## src/rtl/instr_fetch.sv

```systemverilog
// -----------------------------------------------------------------------------
// instr_fetch
//
// Instruction fetch stage. Holds the program counter, issues single-word reads
// to instruction memory over a req/ack handshake, registers the returned word
// and presents it to the decoder until the downstream stage consumes it.
// Redirects from branch/jump resolution replace the PC at any time.
//
// Optional feature (compile-time macro IFETCH_ALIGN_CHECK_EN):
//   defined     - a redirect whose target has bits 1:0 != 0 sets the sticky
//                 misalign_err flag (cleared only by reset); the redirect still
//                 proceeds with bits 1:0 forced to zero.
//   not defined - misalign_err is tied to 0; misaligned targets are silently
//                 aligned.
//
// Parameters:
//   RESET_PC   PC loaded on reset (bits 1:0 must be zero)
//   CNT_W      width of the retired-instruction counter
//
// Ports:
//   clk, rst_n        clock (rising edge), asynchronous active-low reset
//   imem_req          read request to instruction memory
//   imem_addr         word-aligned byte address of the request
//   imem_ack          read data valid (only meaningful while imem_req=1)
//   imem_rdata        instruction word returned by memory
//   stall             downstream cannot consume this cycle
//   redirect_valid    load redirect_pc into the PC this cycle
//   redirect_pc       redirect target
//   instr_valid       instr holds a valid, not yet consumed instruction
//   instr             registered instruction word
//   instr_pc          address instr was fetched from
//   OP                instr[31:26]
//   funct             instr[5:0]
//   retired           number of consumed instructions (wraps)
//   misalign_err      sticky misaligned-redirect flag
//   state_dbg         FSM state (0 = FETCH, 1 = HOLD)
//
// Handshake: a memory transfer completes on a rising edge where imem_req=1 and
// imem_ack=1. imem_req and imem_addr are decoded from registers only, so they
// never depend on imem_ack within a cycle. A transfer abandoned by a redirect
// is treated as complete; the next imem_req starts a new transfer. Downstream
// consumes the held instruction on a rising edge where instr_valid=1 and
// stall=0.
// -----------------------------------------------------------------------------
module instr_fetch #(
  parameter logic [31:0] RESET_PC = 32'h0000_0000,
  parameter int unsigned CNT_W    = 32
) (
  input  logic             clk,
  input  logic             rst_n,
  output logic             imem_req,
  output logic [31:0]      imem_addr,
  input  logic             imem_ack,
  input  logic [31:0]      imem_rdata,
  input  logic             stall,
  input  logic             redirect_valid,
  input  logic [31:0]      redirect_pc,
  output logic             instr_valid,
  output logic [31:0]      instr,
  output logic [31:0]      instr_pc,
  output logic [5:0]       OP,
  output logic [5:0]       funct,
  output logic [CNT_W-1:0] retired,
  output logic             misalign_err,
  output logic             state_dbg
);

  typedef enum logic {
    FETCH = 1'b0,
    HOLD  = 1'b1
  } state_t;

  state_t           state_q, state_nxt;
  logic             run_q;
  logic [31:0]      pc_q, pc_nxt;
  logic [31:0]      instr_q, instr_nxt;
  logic [31:0]      instr_pc_q, instr_pc_nxt;
  logic             valid_q, valid_nxt;
  logic [CNT_W-1:0] retired_q, retired_nxt;
  logic             accept;

  // run_q holds the request low for the first cycle out of reset, so the
  // first request appears after the first rising edge following release.
  assign imem_req  = run_q && (state_q == FETCH);
  assign imem_addr = pc_q;
  assign accept    = imem_req && imem_ack;

  // ---------------------------------------------------------------------------
  // State register
  // ---------------------------------------------------------------------------
  always_ff @(posedge clk or negedge rst_n) begin
    if (!rst_n) begin
      state_q    <= FETCH;
      run_q      <= 1'b0;
      pc_q       <= RESET_PC;
      instr_q    <= 32'h0;
      instr_pc_q <= 32'h0;
      valid_q    <= 1'b0;
      retired_q  <= '0;
    end else begin
      state_q    <= state_nxt;
      run_q      <= 1'b1;
      pc_q       <= pc_nxt;
      instr_q    <= instr_nxt;
      instr_pc_q <= instr_pc_nxt;
      valid_q    <= valid_nxt;
      retired_q  <= retired_nxt;
    end
  end

  // ---------------------------------------------------------------------------
  // Next-state logic
  // ---------------------------------------------------------------------------
  always_comb begin
    state_nxt    = state_q;
    pc_nxt       = pc_q;
    instr_nxt    = instr_q;
    instr_pc_nxt = instr_pc_q;
    valid_nxt    = valid_q;
    retired_nxt  = retired_q;

    case (state_q)
      FETCH: begin
        if (accept) begin
          instr_nxt    = imem_rdata;
          instr_pc_nxt = pc_q;
          pc_nxt       = pc_q + 32'd4;
          valid_nxt    = 1'b1;
          state_nxt    = HOLD;
        end
      end
      HOLD: begin
        if (!stall) begin
          valid_nxt   = 1'b0;
          retired_nxt = retired_q + {{(CNT_W-1){1'b0}}, 1'b1};
          state_nxt   = FETCH;
        end
      end
      default: state_nxt = FETCH;
    endcase

    // Redirect wins over everything except the retire count: a word arriving
    // in the same cycle is discarded, but a simultaneous consume still counts.
    if (redirect_valid) begin
      pc_nxt       = {redirect_pc[31:2], 2'b00};
      instr_nxt    = instr_q;
      instr_pc_nxt = instr_pc_q;
      valid_nxt    = 1'b0;
      state_nxt    = FETCH;
    end
  end

  // ---------------------------------------------------------------------------
  // Misaligned redirect flag
  // ---------------------------------------------------------------------------
`ifdef IFETCH_ALIGN_CHECK_EN
  logic misalign_q;

  always_ff @(posedge clk or negedge rst_n) begin
    if (!rst_n) begin
      misalign_q <= 1'b0;
    end else if (redirect_valid && (redirect_pc[1:0] != 2'b00)) begin
      misalign_q <= 1'b1;
    end
  end

  assign misalign_err = misalign_q;
`else
  // Low target bits are simply dropped in this build.
  logic unused_redirect_lo;
  assign unused_redirect_lo = ^redirect_pc[1:0];
  assign misalign_err       = 1'b0;
`endif

  // ---------------------------------------------------------------------------
  // Outputs
  // ---------------------------------------------------------------------------
  assign instr_valid = valid_q;
  assign instr       = instr_q;
  assign instr_pc    = instr_pc_q;
  assign OP          = instr_q[31:26];
  assign funct       = instr_q[5:0];
  assign retired     = retired_q;
  assign state_dbg   = state_q;

endmodule
```

## config.mk

```make
export PLATFORM = sky130hd
export DESIGN_NAME = instr_fetch
export DESIGN_NICKNAME = d
export VERILOG_FILES = /design/src/rtl/instr_fetch.sv
export SDC_FILE = /design/constraint.sdc
export NUM_CORES = 1
export LEC_CHECK = 0
export CELL_PAD_IN_SITES_DETAIL_PLACEMENT = 0
export CELL_PAD_IN_SITES_GLOBAL_PLACEMENT = 2
export CORE_ASPECT_RATIO = 1.25
export CORE_MARGIN = 3
export CORE_UTILIZATION = 28
export DETAILED_ROUTE_END_ITERATION = 10
export GPL_TIMING_DRIVEN = 0
export PLACE_DENSITY_LB_ADDON = 0.1
export SYNTH_ARGS = -nofsm -noshare
export SYNTH_HDL_FRONTEND = slang
export SYNTH_SLANG_ARGS = --single-unit
```

## constraint.sdc

```tcl
create_clock -name clk -period 2.55 [get_ports clk]
set_input_delay 0.255 -clock clk [delete_from_list [all_inputs] [get_ports clk]]
set_output_delay 0.255 -clock clk [all_outputs]
set_load 0.1 [all_outputs]
```

==> results.sh, run 1 <==
export IMPL_dpl_hpwl_mm=12.7
export IMPL_clockRootBuffer="clkbuf_16"
export IMPL_maxCapViolCount=0
export IMPL_grt_pass1_wl_mm=27.7
export IMPL_ys_warn_count=0
export IMPL_r2r_end="instr_pc[11]$_DFFE_PN0P_"
export IMPL_critPathBufInv=1
export IMPL_arrival_ns=2.16
export IMPL_rows=58
export IMPL_slew_headroom_pct=30.5
export IMPL_cpPeakStageDelay_ns=1.15
export IMPL_wl_per_cell_microns=16.9
export IMPL_synth_main_ff_cell="dfrtp_1"
export IMPL_synth_xor_area_share_pct=6.35
export IMPL_peakVddDrop_mv=0.492
export IMPL_finClkSkew_ns=0.00686
export IMPL_cp_end_kind="output pin"
export IMPL_synth_simple_area_share_pct=16.0
export IMPL_yosysMostFrequentCell="dfrtp_1"
export IMPL_routed_via_density=4.64
export IMPL_yosysSeqAreaShare_pct=54.9
export IMPL_final_max_slew_viol_count=0
export IMPL_grt_max_degree=89
export IMPL_layout_nets=798
export IMPL_overflow=0
export IMPL_syn2layout_area_growth_pct=53.6
export IMPL_portBuffers=204
export IMPL_first_global_vias=4948
export IMPL_die_h_microns=167
export IMPL_finalSetupTns_ns=0
export IMPL_power_density_mw_per_mm2=1040
export IMPL_critPathRequiredTime_ns=2.30
export IMPL_cts_tree="yes"
export IMPL_yosys_top_cells_area="dfrtp_1 55%, mux2_2 12%, xor2_1 3.5%"
export IMPL_status="completed"
export IMPL_hold_viol=0
export IMPL_cts_sinks=127
export IMPL_synth_adder_area_share_pct=0.432
export IMPL_grt_usage_pct=15.6
export IMPL_die_w_microns=135
export IMPL_worst_pin_slew_ns=1.04
export IMPL_drtIter0Drc=197
export IMPL_rsz0062_at_grt="no"
export IMPL_gp_congestion=0.757
export IMPL_initial_core_util_pct=28.6
export IMPL_path_delay_family="buffers and inverters"
export IMPL_antenna_found_initial=0
export IMPL_syn_inst=498
export IMPL_setup_worst_path_start="state_dbg$_DFF_PN0_"
export IMPL_yosys_cell_types_count=43
export IMPL_timing_fmax_ghz=0.413
export IMPL_cp_cell_sequence="nor2b_1 > clkdlybuf4s50_1"
export IMPL_detail_route_antenna_nets=0
export IMPL_critPathMaxFanout=7
export IMPL_yosys_mux_area_fraction_pct=12.4
export IMPL_reg2reg_slack_ns=0.24
export IMPL_io_pins=213
export IMPL_firstDrtPassIters=4
export IMPL_coreArea_sq_mm=0.0202
export IMPL_ys_seq_elements=127
export IMPL_syn_mean_instance_area_sq_um=11.6
export IMPL_cts_buffer_depth=2
export IMPL_yosys_area_top_type="dfrtp_1"
export IMPL_synth_compound_area_share_pct=5.08
export IMPL_diodes=0
export IMPL_fin_crit_sh_pct=94.9
export IMPL_ys_top_cells_by_count="127 x dfrtp_1, 63 x mux2_2, 40 x nand2_1"
export IMPL_num_vias=4686
export IMPL_hold_class="in2async"
export IMPL_cts_made_buffers=17
export IMPL_drive_gt1_share_pct=18.1
export IMPL_cp_slowest_cell="clkdlybuf4s50_1"
export IMPL_p_leak_uw=0.00368
export IMPL_drc=0
export IMPL_setup_viol_count_final=0
export IMPL_clkTransAtPathRegs_ns=0.06
export IMPL_final_cells=1010
export IMPL_htreeDepth=4
export IMPL_yosysTopAreaCellShare_pct=54.9
export IMPL_synth_edf_count=0
export IMPL_insertion_delay_ns=0.41
export IMPL_dpl_cell_count=977
export IMPL_dieArea_sq_mm=0.0224
export IMPL_reg2reg_from="state_dbg$_DFF_PN0_"
export IMPL_worst_setup_path_start_kind="register"
export IMPL_wl_mm=17.1
export IMPL_critical_path_class="reg2out"
export IMPL_period_minus_slack_ns=2.42
export IMPL_async_reset_ff_share_pct=100
export IMPL_syn_area_sq_mm=0.00579
export IMPL_r2r_worst_path_cells=5
export IMPL_synth_top_family_by_area="simple AND/OR/NAND/NOR gates"
through the flow:
step	power [uW]	utilization [%]	setup WS [ns]	area, sq um	hold WS, ns
floorplan	5580	-	0.0367	5810	-0.0406
global placement	6580	40.4	-4.71	8190	0.457
detailed placement	6610	40.6	-0.485	8220	0.197
CTS	9410	43.9	0.0601	8890	0.329
global route	9640	43.9	0.0228	8890	0.323
finish	9270	43.9	0.131	8890	0.319
worst max path at each step:
stage	to	slack, ns	cells past startpoint
after detailed placement	instr_pc[11]$_DFFE_PN0P_	-0.48	6
after CTS	imem_req	0.06	2
after floorplan	imem_addr[25]$_DFFE_PN0P_	0.04	5
final	imem_req	0.13	2
after global routing	imem_req	0.02	2
after global placement	imem_addr[4]$_DFFE_PN0P_	-4.71	1
what timing repair did:
item	CTS	global route
hold buffers	1	0
endpoints found under the setup margin	60	0
setup buffers	0	0
endpoints found under the hold margin	39	0
resized for setup	1	0
logic make-up after synthesis:
kind of cell             after synthesis
AND/OR/NAND/NOR                      167
XOR/XNOR                              42
adder cells (fa/ha/maj)                2
other                                  2
AO/OA/AOI/OAI                         46
multiplexers                          64
flip-flops                           127
buffers and inverters                 48
registers in the layout, summed over array words and instances (netlist names):
name and count:
retired 32, run_q 1, instr_valid 1, imem_addr 30
instr_pc 30, instr 32, state_dbg 1
worst reg2reg max path: cells and delay by family, from the launching register on:
| family | cells | cell delay, ns |
|---|---|---|
| flops | 1 | 0.45 |
| mux | 1 | 0.37 |
| simple gates | 2 | 0.72 |
| buf+inv | 2 | 0.66 |
per-layer routing:
metal / up-vias / part of all wire (%) / track usage [%]
li1: 2237 / - / -
met1: 2278 / 44 / 20.0
met2: 151 / 49 / 25.1
met3: 20 / 6.1 / 5.05
met4: 0 / 1.7 / 5.14
met5: - / 0 / 0
power by group:
part / switching (uW) / total (uW) / internal, uW
combinational: 3020 / 3980 / 963
sequential: 244 / 2560 / 2320
clock: 928 / 2730 / 1800
total: 4190 / 9270 / 5080
cell type report:
cell class | count | area (sq um)
flip-flops and latches | 127 | 3180
multi-input cells | 327 | 2360
clock buffers | 20 | 457
inverters | 10 | 37.5
plain buffers | 38 | 233
clock inverters | 12 | 206
fillers | 1926 | 11400
repair buffers | 206 | 2080
well taps | 270 | 338
cell usage in the layout, fill, tap and decap left out, types with 12 or more instances in the layout:
cell type	synthesis	layout
clkdlybuf4s50_1	0	203
dfrtp_1	127	124
mux2_2	63	63
nand2_1	40	40
xor2_1	23	23
nor2_1	24	23
nand3_1	20	20
xnor2_1	19	19
buf_4	17	17
clkbuf_16	0	17
nor4_1	14	14
a31oi_1	14	14
o21ai_0	14	14
or4_1	13	13
clkbuf_1	11	12
No activity file was read; power rests on OpenSTA's default activity.
==> run 2: changes to the inputs <==
--- a/config.mk
+++ b/config.mk
@@ -13,6 +13,7 @@
 export DETAILED_ROUTE_END_ITERATION = 10
 export GPL_TIMING_DRIVEN = 0
 export PLACE_DENSITY_LB_ADDON = 0.1
+export RECOVER_POWER = 25
 export SYNTH_ARGS = -nofsm -noshare
 export SYNTH_HDL_FRONTEND = slang
 export SYNTH_SLANG_ARGS = --single-unit
==> run 2 against run 1 <==
First-iteration DRC count is the same. Worst hold slack improved by 0.060 ns. Wire length about the same. Design area is 0.25% lower. Clock power hardly changed. Combinational power hardly changed. Clock skew about the same. Via count did not move. Sequential share of layout area grew 0.091 points. Cell count did not move. Setup slack about the same. Critical path depth unchanged. Critical path type unchanged. Highest routed layer unchanged.
==> results.sh, run 2 (same netlist as run 1, synthesis figures left out) <==
export IMPL_dieArea_sq_mm=0.0224
export IMPL_io_pins=213
export IMPL_first_global_vias=4948
export IMPL_peakVddDrop_mv=0.492
export IMPL_fin_ws_ns=0.131
export IMPL_layout_nets=798
export IMPL_grt_usage_pct=15.6
export IMPL_gp_congestion=0.757
export IMPL_finClkSkew_ns=0.00686
export IMPL_hold_class="in2reg"
export IMPL_slew_headroom_pct=29.6
export IMPL_final_common_cell="clkdlybuf4s50_1"
export IMPL_clkTransAtPathRegs_ns=0.06
export IMPL_worst_pin_slew_ns=1.06
export IMPL_clockRootBuffer="clkbuf_16"
export IMPL_hold_viol=0
export IMPL_p_comb_share_pct=42.9
export IMPL_critical_path_class="reg2out"
export IMPL_wl_per_cell_microns=16.9
export IMPL_cts_made_buffers=17
export IMPL_period_minus_slack_ns=2.42
export IMPL_die_h_microns=167
export IMPL_dp_slack_ns=-0.485
export IMPL_maxCapViolCount=0
export IMPL_p_leak_uw=0.00368
export IMPL_coreArea_sq_mm=0.0202
export IMPL_cp_cell_sequence="nor2b_1 > clkdlybuf4s50_1"
export IMPL_portBuffers=204
export IMPL_overflow=0
export IMPL_fin_crit_sh_pct=94.9
export IMPL_cp_end_kind="output pin"
export IMPL_drtIter0Drc=197
export IMPL_switching_share_pct=45.2
export IMPL_dpl_hpwl_mm=12.7
export IMPL_rsz0062_at_grt="no"
export IMPL_grt_pass1_wl_mm=27.7
export IMPL_p_clk_share_pct=29.4
export IMPL_cp_slowest_cell="clkdlybuf4s50_1"
export IMPL_intPower_uw=5080
export IMPL_wl_mm=17.1
export IMPL_firstDrtPassIters=4
export IMPL_switching_power_uw=4190
export IMPL_rows=58
export IMPL_insertion_delay_ns=0.41
export IMPL_critPathMaxFanout=7
export IMPL_final_cell_mix="203 x clkdlybuf4s50_1, 124 x dfrtp_1, 63 x mux2_2, 40 x nand2_1"
export IMPL_final_max_slew_viol_count=0
export IMPL_num_vias=4686
export IMPL_timing_fmax_ghz=0.413
export IMPL_htreeDepth=4
export IMPL_cts_sinks=127
export IMPL_p_total_uw=9270
export IMPL_final_area_sq_mm=0.00887
export IMPL_seqPwrFrac_pct=27.7
export IMPL_arrival_ns=2.16
export IMPL_status="completed"
export IMPL_setup_viol_count_final=0
export IMPL_grt_max_degree=89
export IMPL_post_cts_buffers=0
export IMPL_initial_core_util_pct=28.6
export IMPL_routed_via_density=4.64
export IMPL_drc=0
export IMPL_die_w_microns=135
export IMPL_cts_tree="yes"
export IMPL_drive_gt1_share_pct=18.1
export IMPL_worst_setup_path_start_kind="register"
export IMPL_detail_route_antenna_nets=0
export IMPL_placed_cell_area_sq_mm=0.00822
export IMPL_cpPeakStageDelay_ns=1.15
export IMPL_path_delay_family="buffers and inverters"
export IMPL_antenna_found_initial=0
export IMPL_diodes=0
export IMPL_syn2layout_area_growth_pct=53.2
export IMPL_critPathRequiredTime_ns=2.30
export IMPL_finish_utilization_pct=43.8
export IMPL_critPathBufInv=1
export IMPL_power_density_mw_per_mm2=1040
export IMPL_fill_cells=1930
export IMPL_cts_buffer_depth=2
export IMPL_hold_ws_ns=0.379
-- run 2: changes by cell type in the layout (fill, tap and decap cells not counted) --
cell | previous run | this run
buf_16 | 1 | 0
clkbuf_2 | 0 | 1
-- run 2: power groups by stage --
stage | logic (uW) | clock network (uW) | registers [uW]
after floorplan | 791 | 0 | 4780
after global placement | 3990 | 0 | 2590
after detailed placement | 4010 | 0 | 2610
after CTS | 4020 | 2820 | 2570
after global routing | 4090 | 2920 | 2620
final | 3980 | 2730 | 2560
-- run 2: stage by stage --
step | TNS, ns | std cells
CTS | 0 | 1010
global placement | -559.73 | 976
global route | 0 | 1010
floorplan | 0 | 502
detailed placement | -27.52 | 977
finish | 0 | 1010
-- run 2: metal layers --
metal | share of wire, % | GRT usage [%] | up-vias | routed length (microns)
met2 | 49 | 25.1 | 151 | 8300
met4 | 1.7 | 5.14 | 0 | 292
met1 | 44 | 20.0 | 2278 | 7420
met5 | 0 | 0 | - | 0
met3 | 6.1 | 5.05 | 20 | 1040
li1 | - | - | 2237 | -
-- run 2: worst paths after layout --
path	to	slack [ns]	start	cells past startpoint
min reg2reg	retired[31]$_DFFE_PN0P_	0.47	retired[31]$_DFFE_PN0P_	1
max in group asynchronous	state_dbg$_DFF_PN0_	0.60	rst_n	3
max reg2reg	instr_pc[11]$_DFFE_PN0P_	0.24	state_dbg$_DFF_PN0_	5
min	imem_addr[25]$_DFFE_PN0P_	0.38	redirect_valid	3
min in group asynchronous	instr[2]$_DFFE_PN0P_	0.56	rst_n	2
max	imem_req	0.13	state_dbg$_DFF_PN0_	2
-- run 2: cell type report --
class / instances / area (sq um) / share of cell area (%)
Buffer: 38 / 233 / 2.62
Clock buffer: 20 / 457 / 5.15
Clock inverter: 12 / 206 / 2.33
Inverter: 10 / 37.5 / 0.423
Multi-Input combinational cell: 327 / 2360 / 26.6
Sequential cell: 127 / 3180 / 35.9
Tap cell: 270 / 338 / 3.81
Timing Repair Buffer: 206 / 2060 / 23.2
-- run 2: tightest hold or removal path, stage by stage --
cell	delay, ns
clkbuf_1	0.23
nand2b_1	0.15
o31a_1	0.12
-- run 2: what timing repair did --
item / in CTS / in global routing
endpoints found under the hold margin: 39 / 0
gates resized for setup: 1 / 0
endpoints found under the setup margin: 60 / 0
hold buffers: 1 / 0
